File: config.mk
export PLATFORM = sky130hd
export DESIGN_NAME = simon_playback_seq
export DESIGN_NICKNAME = d
export VERILOG_FILES = /design/src/rtl/simon_pkg.sv /design/src/rtl/ms_timer.sv /design/src/rtl/simon_playback_seq.sv
export SDC_FILE = /design/constraint.sdc
export NUM_CORES = 1
export LEC_CHECK = 0
export ABC_CLOCK_PERIOD_IN_PS = 4410
export BUFFER_PORTS_ARGS = -buffer_cell sky130_fd_sc_hd__buf_2
export CAP_MARGIN = 30
export CORE_MARGIN = 2
export CORE_UTILIZATION = 30
export DETAILED_ROUTE_END_ITERATION = 8
export PLACE_DENSITY = 0.53
export SETUP_SLACK_MARGIN = 0.2
export SKIP_CTS_REPAIR_TIMING = 1
export SYNTH_ARGS = -nofsm -noshare
export SYNTH_HDL_FRONTEND = slang
export SYNTH_HIERARCHICAL = 1
export SYNTH_SLANG_ARGS = --single-unit
File: constraint.sdc
create_clock -name clk -period 4.41 [get_ports clk]
set_input_delay 0.441 -clock clk [delete_from_list [all_inputs] [get_ports clk]]
set_output_delay 0.441 -clock clk [all_outputs]
set_load 0.01 [all_outputs]
File: src/rtl/simon_pkg.sv
// Shared definitions for the Simon game blocks.
//   state_t        : playback sequencer states
//   color_t        : 2-bit color index (green, red, yellow, blue)
//   led_onehot()   : color index -> one-hot LED drive
//   DEFAULT_*_MS   : durations the game core uses when nothing else is programmed
package simon_pkg;

  typedef enum logic [2:0] {
    ST_IDLE,
    ST_FETCH,
    ST_LOAD,
    ST_PLAY,
    ST_GAP,
    ST_DONE
  } state_t;

  typedef logic [1:0] color_t;

  localparam logic [9:0] DEFAULT_ON_MS  = 10'd420;
  localparam logic [9:0] DEFAULT_GAP_MS = 10'd50;

  function automatic logic [3:0] led_onehot(input color_t color);
    return 4'b0001 << color;
  endfunction

endpackage

File: src/rtl/ms_timer.sv
// Millisecond interval timer.
//   clk, rst        : clock, synchronous active-high reset
//   load            : start a new interval of `ms` milliseconds (0 counts as 1)
//   ms              : interval length in milliseconds
//   ticks_per_milli : clock cycles per millisecond (0 counts as 1)
//   expired         : one-cycle pulse on the last cycle of the interval
module ms_timer (
  input  logic        clk,
  input  logic        rst,
  input  logic        load,
  input  logic [9:0]  ms,
  input  logic [15:0] ticks_per_milli,
  output logic        expired
);

  logic [15:0] presc_q, presc_d;
  logic [9:0]  cnt_q, cnt_d;
  logic        active_q, active_d;
  logic [15:0] t_m1;
  logic        wrap;

  // The period is read live, so a new ticks_per_milli applies at the next wrap.
  // The >= keeps a shrinking period from running the prescaler past its end.
  assign t_m1    = (ticks_per_milli == 16'd0) ? 16'd0 : ticks_per_milli - 16'd1;
  assign wrap    = (presc_q >= t_m1);
  assign expired = active_q && wrap && (cnt_q == 10'd1);

  always_comb begin
    // NOTE: every signal assigned here gets a default first, so no path can infer a latch.
    presc_d  = presc_q;
    cnt_d    = cnt_q;
    active_d = active_q;
    if (load) begin
      presc_d  = 16'd0;
      cnt_d    = (ms == 10'd0) ? 10'd1 : ms;
      active_d = 1'b1;
    end else if (active_q) begin
      if (wrap) begin
        presc_d = 16'd0;
        if (cnt_q == 10'd1) active_d = 1'b0;
        else                cnt_d    = cnt_q - 10'd1;
      end else begin
        presc_d = presc_q + 16'd1;
      end
    end
  end

  // NOTE: sequential state uses non-blocking assignments only, so all flops update together.
  always_ff @(posedge clk) begin
    if (rst) begin
      presc_q  <= 16'd0;
      cnt_q    <= 10'd0;
      active_q <= 1'b0;
    end else begin
      presc_q  <= presc_d;
      cnt_q    <= cnt_d;
      active_q <= active_d;
    end
  end

endmodule

File: src/rtl/simon_playback_seq.sv
// Replays the stored Simon pattern on the LEDs and speaker.
//   clk, rst            : clock, synchronous active-high reset
//   ticks_per_milli     : clock cycles per millisecond (0 counts as 1)
//   start, abort        : begin playback (IDLE only) / cancel without done
//   length, on_ms,
//   gap_ms              : step count, on-time, dark gap; latched at start
//   mem_addr, mem_data  : sequence memory read port (data one cycle after address)
//   busy, done          : not-idle flag / one-cycle completion pulse
//   led, tone_en,
//   tone_idx            : one-hot LED drive, speaker enable, tone color index
module simon_playback_seq
  import simon_pkg::*;
#(
  parameter int MAX_LEN = 32,
  parameter int ADDR_W  = 5
) (
  input  logic              clk,
  input  logic              rst,
  input  logic [15:0]       ticks_per_milli,
  input  logic              start,
  input  logic              abort,
  input  logic [5:0]        length,
  input  logic [9:0]        on_ms,
  input  logic [9:0]        gap_ms,
  output logic [ADDR_W-1:0] mem_addr,
  input  logic [1:0]        mem_data,
  output logic              busy,
  output logic              done,
  output logic [3:0]        led,
  output logic              tone_en,
  output logic [1:0]        tone_idx
);

  state_t            state_q, state_d;
  logic [5:0]        step_q, step_d;
  logic [5:0]        len_q, len_d;
  logic [9:0]        on_q, on_d;
  logic [9:0]        gap_q, gap_d;
  color_t            color_q, color_d;
  logic [ADDR_W-1:0] mem_addr_q;
  logic              busy_q, done_q, tone_en_q;
  logic [3:0]        led_q;

  logic              timer_load;
  logic [9:0]        timer_ms;
  logic              timer_expired;
  logic [5:0]        len_clamped;

  assign len_clamped = (length > 6'(MAX_LEN)) ? 6'(MAX_LEN) : length;

  ms_timer u_timer (
    .clk             (clk),
    .rst             (rst),
    .load            (timer_load),
    .ms              (timer_ms),
    .ticks_per_milli (ticks_per_milli),
    .expired         (timer_expired)
  );

  always_comb begin
    state_d    = state_q;
    step_d     = step_q;
    len_d      = len_q;
    on_d       = on_q;
    gap_d      = gap_q;
    color_d    = color_q;
    timer_load = 1'b0;
    timer_ms   = on_q;

    unique case (state_q)
      ST_IDLE: begin
        if (start) begin
          len_d   = len_clamped;
          on_d    = on_ms;
          gap_d   = gap_ms;
          step_d  = 6'd0;
          state_d = (len_clamped == 6'd0) ? ST_DONE : ST_FETCH;
        end
      end
      ST_FETCH: state_d = ST_LOAD;
      ST_LOAD: begin
        // mem_data answers the address presented during FETCH.
        color_d    = mem_data;
        timer_load = 1'b1;
        timer_ms   = on_q;
        state_d    = ST_PLAY;
      end
      ST_PLAY: begin
        if (timer_expired) begin
          if (step_q == len_q - 6'd1) begin
            state_d = ST_DONE;
          end else begin
            step_d = step_q + 6'd1;
            if (gap_q != 10'd0) begin
              timer_load = 1'b1;
              timer_ms   = gap_q;
              state_d    = ST_GAP;
            end else begin
              state_d = ST_FETCH;
            end
          end
        end
      end
      ST_GAP:  if (timer_expired) state_d = ST_FETCH;
      ST_DONE: state_d = ST_IDLE;
      default: state_d = ST_IDLE;
    endcase

    // Abort outranks timer expiry and the DONE -> IDLE step (no done pulse).
    if (abort && state_q != ST_IDLE) begin
      state_d    = ST_IDLE;
      timer_load = 1'b0;
    end
  end

  // Outputs are registered from the next state so they line up with the state they describe.
  always_ff @(posedge clk) begin
    // NOTE: every flop, including the latched settings, is reset so a mid-playback
    // reset leaves nothing behind from the interrupted run.
    if (rst) begin
      state_q    <= ST_IDLE;
      step_q     <= 6'd0;
      len_q      <= 6'd0;
      on_q       <= 10'd0;
      gap_q      <= 10'd0;
      color_q    <= 2'd0;
      mem_addr_q <= '0;
      busy_q     <= 1'b0;
      done_q     <= 1'b0;
      led_q      <= 4'd0;
      tone_en_q  <= 1'b0;
    end else begin
      state_q    <= state_d;
      step_q     <= step_d;
      len_q      <= len_d;
      on_q       <= on_d;
      gap_q      <= gap_d;
      color_q    <= color_d;
      mem_addr_q <= ADDR_W'(step_d);
      busy_q     <= (state_d != ST_IDLE);
      done_q     <= (state_d == ST_DONE);
      led_q      <= (state_d == ST_PLAY) ? led_onehot(color_d) : 4'd0;
      tone_en_q  <= (state_d == ST_PLAY);
    end
  end

  assign mem_addr = mem_addr_q;
  assign busy     = busy_q;
  assign done     = done_q;
  assign led      = led_q;
  assign tone_en  = tone_en_q;
  assign tone_idx = color_q;

endmodule

# Word level (Yosys, flattened, before mapping)
# Cells that the tools add are included.
[word_totals] ff_bits=71 in_bits=48 output_inout_bits=14 elab_cells=87
[op_classes] addsub=5 order_cmp=2 eq_ne=12 shifts=1 mux=34 bitwise_logic=1 reduce_logical=18
[ops] operator="2-to-1 mux 10 bit" n=9
[ops] operator="2-to-1 mux 16 bit" n=2
[ops] operator="2-to-1 mux 6 bit" n=4
[ops] operator="2-to-1 mux 3 bit" n=7
[ops] operator="adder 16 x 1 -> 16 bit, second input constant" n=1
[ops] operator="greater-or-equal comparator 16 bit" n=1
[ops] operator="zero test 16 bit" n=1
[ops] operator="subtractor 16 x 1 -> 16 bit, second input constant" n=1
[ops] operator="case mux 3 bit (5 select lines)" n=1
[ops] operator="case mux 6 bit (2 select lines)" n=1
[ops] operator="equality test 10 x 1 -> 1 bit, second input constant" n=1
[ops] operator="zero test 10 bit" n=1
[ops] operator="nonzero test 10 bit" n=1
[ops] operator="subtractor 10 x 1 -> 10 bit, second input constant" n=1
[ops] operator="equality test 3 x 2 -> 1 bit, second input constant" n=3
[ops] operator="2-to-1 mux 1 bit" n=8
[ops] operator="inequality test 2 bit, second input constant" n=4
[ops] operator="adder 6 x 1 -> 6 bit, second input constant" n=1
[ops] operator="equality test 3 bit, second input constant" n=2
[ops] operator="equality test 6 bit" n=1
[ops] operator="> comparator 6 bit, second input constant" n=1
[ops] operator="zero test 6 bit" n=1
[ops] operator="nonzero test 2 bit" n=3
[ops] operator="nonzero test 3 bit" n=2
[ops] operator="12 further kinds" n=15

# Longest topological paths before layout
[depth] depth_word=11 mapped_depth=24 depth_no_buf=22

# Cells and area by module
# The synthesis kept the hierarchy.
[modules_own_cells] module="ms_timer" n_inst=1 cells_each=267 area_per_inst_um2=2110.8 seq_area_each_um2=540.5
[modules_own_cells] module="simon_playback_seq" n_inst=1 cells_each=249 area_per_inst_um2=2054.5 seq_area_each_um2=880.8

# Worst setup path after synthesis
# No wires, ideal clock.
[synth_path] kind="input-to-reg" start="input port ticks_per_milli[13]" end="register u_timer.cnt_q[7]" setup_ps=115 t_arrival_ps=4396 t_required_ps=4295 slack_ps=-101 stages=21 path_buffers=3 cell_sequence="or4_1 > or3_1 > xnor2_1 > nand2_1 > ha_1 > nand4_1 > a211oi_2 > a32oi_2 > nand2_4 > nand2_1 > nor2_1 > nand2_1 > nor2_1 > o21ai_2 > nand2b_4 > buf_6 > a21oi_1 > clkbuf_1 > clkbuf_1 > a21oi_1 > and3_1"
[synth_between] elab_chain_cells=10 elab_cells_between_ends=18 cone_classes="add/sub (1); order compare (1); eq/ne (1); mux (8); reduce/logical (7)"
[synth_rtl] item="from (decl)" line_no="simon_playback_seq.sv:19" source="input logic [15:0] ticks_per_milli,"
[synth_rtl] item="subtractor 16 x 1 -> 16 bit / zero test 16 bit (equally long branches)" line_no="ms_timer.sv:24" source="assign t_m1 = (ticks_per_milli == 16'd0) ? 16'd0 : ticks_per_milli - 16'd1;"
[synth_rtl] item="2-to-1 mux 16 bit (*)" line_no="ms_timer.sv:24"
[synth_rtl] item="greater-or-equal comparator 16 bit (*)" line_no="ms_timer.sv:25" source="assign wrap = (presc_q >= t_m1);"
[synth_rtl] item="logical AND 1 bit (*) (2 in a row)" line_no="ms_timer.sv:26" source="assign expired = active_q && wrap && (cnt_q == 10'd1);"
[synth_rtl] item="named net timer_expired" line_no="simon_playback_seq.sv:46" source="logic timer_expired;"
[synth_rtl] item="2-to-1 mux 1 bit (*)" line_no="simon_playback_seq.sv:89" source="if (timer_expired) begin"
[synth_rtl] item="case mux 1 bit (2 select lines) (*)" line_no="simon_playback_seq.sv:70" source="unique case (state_q)"
[synth_rtl] item="2-to-1 mux 1 bit (*)" line_no="simon_playback_seq.sv:110" source="if (abort && state_q != ST_IDLE) begin"
[synth_rtl] item="named net timer_load" line_no="simon_playback_seq.sv:44" source="logic timer_load;"
[synth_rtl] item="inequality test 2 bit (no source line) / nonzero test 2 bit (equally long branches)"
[synth_rtl] item="AND reduction 3 bit (no source line)"
[synth_rtl] item="to (signal assigned)" line_no="ms_timer.sv:56" source="cnt_q <= cnt_d;"
[synth_rtl] item="to (decl)" line_no="ms_timer.sv:17" source="logic [9:0] cnt_q, cnt_d;"
# Mark *: on every way through the listed nets, which the timed path passes. The rest lies on a longest branch.
# A chain may end at the register's enable or synchronous reset.

# Worst setup path after layout
[layout_path] start="input port ticks_per_milli[8]" end="register u_timer.cnt_q[0]"
[layout_between] elab_chain_cells=10 elab_cells_between_ends=18 cone_classes="add/sub (1); order compare (1); eq/ne (1); mux (8); reduce/logical (7)"
[layout_rtl] item="subtractor 16 x 1 -> 16 bit / zero test 16 bit (equally long branches)" line_no="ms_timer.sv:24"
[layout_rtl] item="2-to-1 mux 16 bit (*)" line_no="ms_timer.sv:24"
[layout_rtl] item="greater-or-equal comparator 16 bit (*)" line_no="ms_timer.sv:25"
[layout_rtl] item="logical AND 1 bit (*) (2 in a row)" line_no="ms_timer.sv:26"
[layout_rtl] item="named net timer_expired" line_no="simon_playback_seq.sv:46"
[layout_rtl] item="2-to-1 mux 10 bit (*)" line_no="simon_playback_seq.sv:89"
[layout_rtl] item="2-to-1 mux 10 bit (*)" line_no="simon_playback_seq.sv:70"
[layout_rtl] item="named net timer_ms[7]" line_no="simon_playback_seq.sv:45" source="logic [9:0] timer_ms;"
[layout_rtl] item="zero test 10 bit (*)" line_no="ms_timer.sv:35" source="cnt_d = (ms == 10'd0) ? 10'd1 : ms;"
[layout_rtl] item="2-to-1 mux 10 bit (*)" line_no="ms_timer.sv:35"
[layout_rtl] item="2-to-1 mux 10 bit (*)" line_no="ms_timer.sv:33" source="if (load) begin"
# Marked as above.

==> run summary <==
Setup path
- 0.55 ns — largest stage delay on the critical path
- primary input — kind of start point of the critical path
- sky130_fd_sc_hd__or4_4 — cell with the largest stage delay on the worst path
- primary input to flop — classification of the worst setup path
- flop — nature of the critical path endpoint
- 4.69 ns — required time at the worst-slack endpoint
- 5 — biggest fanout along the worst timing path
- buf_8 > or4_4 > or3_4 > xnor2_2 > nand2_1 > ha_1 > nand4_1 > a211oi_2 > a32oi_2 > nand2_4 > nand2_4 > nor2_4 > nand2_2 > nor2_4 > o21ai_2 > nand2b_4 > mux2_4 > nor4_4 > a31oi_1 > a21oi_1 > and3_1 — crit-path cells
- 4.36 ns — worst endpoint data arrival time

Timing
- 0.245 GHz — maximum clock frequency
- 0.925 — final cycle utilization of the critical path
- 0 — Max Transition Viols Final
- true — RSZ-0062 raised after global routing
- 4.08 ns — minimum period implied by the final worst setup slack
- 0.953 ns — Worst-Margin Slew
- 0 — Setup Viol. Count Final
- 0.364 — Max-slew headroom
- 0.00530 ns — Clock Skews
- 0 — Final Hold Violating Endpoints
- 0 ns — Post-Route Setup TNS

Synthesis
- 0.273 — simple-gate share of the synthesized area
- 0.0715 — adder and majority gate portion of the synthesized area
- 0 — count of flip-flops with a built-in enable after synthesis
- 63 — Yosys cell types
- sky130_fd_sc_hd__dfxtp_1 34%, sky130_fd_sc_hd__nand2_1 7.5%, sky130_fd_sc_hd__ha_1 6.9% — cell types occupying the most area after synthesis
- 0 — share of async-settable or async-resettable flops after synthesis
- 0.0237 — multiplexer area fraction after synthesis
- 71 — post-synthesis register bit count
- 0.00417 sq mm — post-synthesis instance area
- 6 — Yosys Warn Count
- 0.158 — Compound-Gate Fraction of Synth Area
- simple AND/OR/NAND/NOR gates — combinational family with the most area after synthesis
- 516 — Cells after Synth
- sky130_fd_sc_hd__dfxtp_1 — most area-hungry cell type in the Yosys netlist
- 0.341 — post-synthesis sequential area ratio
- 8.07 sq um — average cell area after synthesis
- sky130_fd_sc_hd__dfxtp_1 — Primary FF master, synth
- 0.0820 — Synth Area in XOR/XNOR
- 0.341 — Synth top area share
- 587 — nets in the synthesized netlist

Global routing
- 0.174 — met1 GRT Util
- 0 — initial antenna violation count
- met2 — routing layer with the top usage in global route
- 51 — maximum number of pins on one net before global-route repair
- 0.0304 — met3 track utilization from global routing
- 3679 — number of global-route vias before repair
- 0.229 — met2 layer usage reported by global route
- 0.138 — global-route usage over all layers
- 0 — total gr overflow
- 16.7 mm — global-route wire length before repair

Power and ir drop
- 0.109 — combinational share of power
- 0.00125 W — cell-internal power
- 0.000384 W — Switching Power
- 0.235 — Sw Share
- 0.416 — relative contribution of sequential cells to total power
- 0.475 — Clock Power Share
- 317 mW/mm^2 — areal power density over the cells
- 0.198 mV — Worst VDD drop
- 2.16 nW — LEAKAGE

Detailed routing
- 0 — number of remaining DRC errors
- 9.86 mm — total length of routed wires
- 3746 — overall via count from detail_route
- 0 — ANT nets after route
- 183 — violation count after the first detailed-routing iteration
- 4.90 — via/cell ratio
- 12.9 um — average wire per cell in the routed design
- 4 — Detailed Routing Iterations Pass 1

Clocking
- 0.06 ns — clock-pin transition on the worst setup and hold timing paths
- 3 — Clock H-tree levels
- 9 — total CTS buffers
- 71 — sinks on the clock net
- yes — TritonCTS clock tree
- 0.33 ns — Clock Latency Late Sink
- 2 — CTS Buffer Depth
- sky130_fd_sc_hd__clkbuf_16 — Clock Tree Root

Die
- 62 — top-level port count
- 0.0148 sq mm — Die ar.
- 43 — standard-cell row count
- 122 um — horizontal extent of the die
- 122 um — die boundary height
- 0.304 — effective utilization at floorplan
- 0.0137 sq mm — Placeable Area

Hold path
- primary input to flop — class of the tightest hold or removal check

Final layout
- 0.00263 sq mm — total area of multi-input combinational cells
- 765 — non-filler instance count after layout
- 0.00142 sq mm — register area
- 1430 — number of filler instances in the final layout
- 23.4% — Layout area overhead
- 0.215 — share of cells above drive strength 1
- 0 — Antenna Diode Count
- 652 — total number of nets in the final design

Status
- completed — status

Placed design
- 0.797 — Routability Congestion
- 745 — cell total after placement
- 61 — PortBufs
- 7.14 mm — half-perimeter wire length after placement

Job
- 0 — number of max-cap violations

==> sequential cells by signal, summed over array words and instances (netlist names) <==
register,flops
state_q,3
u_timer/presc_q,16
tone_idx,2
done,1
busy,1
tone_en,1
len_q,6
u_timer/active_q,1
gap_q,10
led,4
step_q,6
u_timer/cnt_q,10
on_q,10
==> path summary, 6_finish.rpt <==
kind                      startpoint               end  slack (ns)  depth (start not counted)
hold reg to reg              on_q[2]           on_q[2]        0.45                          2
hold / removal             gap_ms[2]          gap_q[2]        0.34                          3
setup reg to reg  u_timer/presc_q[0]  u_timer/cnt_q[0]        1.20                         17
setup / recovery  ticks_per_milli[8]  u_timer/cnt_q[0]        0.33                         21
==> per-stage QoR <==
stage                     power, W  area, sq um  hold WS [ns]  setup WS (ns)   util
after floorplan           0.000801         4200         0.433          0.149      -
after global placement    0.000857         4680         0.447         0.0456  0.341
after detailed placement  0.000859         4680         0.452        -0.0447  0.341
after CTS                  0.00164         5010         0.332          0.275  0.365
after global routing       0.00170         5140         0.354         0.0622  0.375
final                      0.00163         5140         0.344          0.329  0.375
==> area by class of cell <==
type | count | share of cell area
clock buffers | 10 | 0.0465
well taps | 180 | 0.0438
repair buffers | 77 | 0.0879
inverters | 23 | 0.0168
clock inverters | 5 | 0.0161
multi-input cells | 399 | 0.512
flip-flops and latches | 71 | 0.277
==> cells by family after synthesis <==
group | count (synthesis)
buf+inv | 47
mux | 8
simple gates | 234
xor+xnor | 39
fa+ha+maj | 24
compound gates | 93
flops | 71
==> cells in the final DEF (no fill, tap or decap), types with 14 or more instances in the layout <==
master,instances
sky130_fd_sc_hd__nor3_1,14
sky130_fd_sc_hd__buf_2,58
sky130_fd_sc_hd__a21oi_1,39
sky130_fd_sc_hd__xnor2_1,14
sky130_fd_sc_hd__nor2_1,53
sky130_fd_sc_hd__buf_4,15
sky130_fd_sc_hd__nand2_1,81
sky130_fd_sc_hd__inv_1,22
sky130_fd_sc_hd__ha_1,23
sky130_fd_sc_hd__dfxtp_1,71
sky130_fd_sc_hd__xor2_1,24
==> power groups by stage <==
| stage | registers [W] | clock network [W] | logic, W |
|---|---|---|---|
| finish | 0.000678 | 0.000774 | 0.000177 |
| global route | 0.000681 | 0.000820 | 0.000201 |
| CTS | 0.000678 | 0.000793 | 0.000169 |
| floorplan | 0.000687 | 0 | 0.000114 |
| global placement | 0.000692 | 0 | 0.000165 |
| detailed placement | 0.000692 | 0 | 0.000168 |
==> worst max-delay path, delay by kind of cell <==
family | cells | cell delay [ns]
buffers and inverters | 1 | 0.10
xor gates and xnor gates | 1 | 0.17
AOI/OAI and AO/OA | 5 | 0.73
muxes | 1 | 0.33
adders and majority gates | 1 | 0.29
and+or+nand+nor | 12 | 2.30
==> metal layers <==
layer / up-vias / wire length (um)
met2: 84 / 4570
met5: - / 0
li1: 1935 / -
met1: 1712 / 4630
met3: 15 / 472
met4: 0 / 191
==> synth_stat cells (7+ instances only) <==
| cell type | count |
|---|---|
| sky130_fd_sc_hd__dfxtp_1 | 71 |
| sky130_fd_sc_hd__ha_1 | 23 |
| sky130_fd_sc_hd__clkbuf_1 | 16 |
| sky130_fd_sc_hd__xor2_1 | 24 |
| sky130_fd_sc_hd__nand3_1 | 11 |
| sky130_fd_sc_hd__xnor2_1 | 15 |
| sky130_fd_sc_hd__nor3_1 | 15 |
| sky130_fd_sc_hd__o21ai_0 | 10 |
| sky130_fd_sc_hd__nand2_1 | 83 |
| sky130_fd_sc_hd__inv_1 | 23 |
| sky130_fd_sc_hd__nor4_1 | 11 |
| sky130_fd_sc_hd__and2_1 | 7 |
| sky130_fd_sc_hd__nand4_1 | 10 |
| sky130_fd_sc_hd__nor2_1 | 56 |
| sky130_fd_sc_hd__a21oi_1 | 39 |
Note: power is estimated with default switching activity, not from simulation.
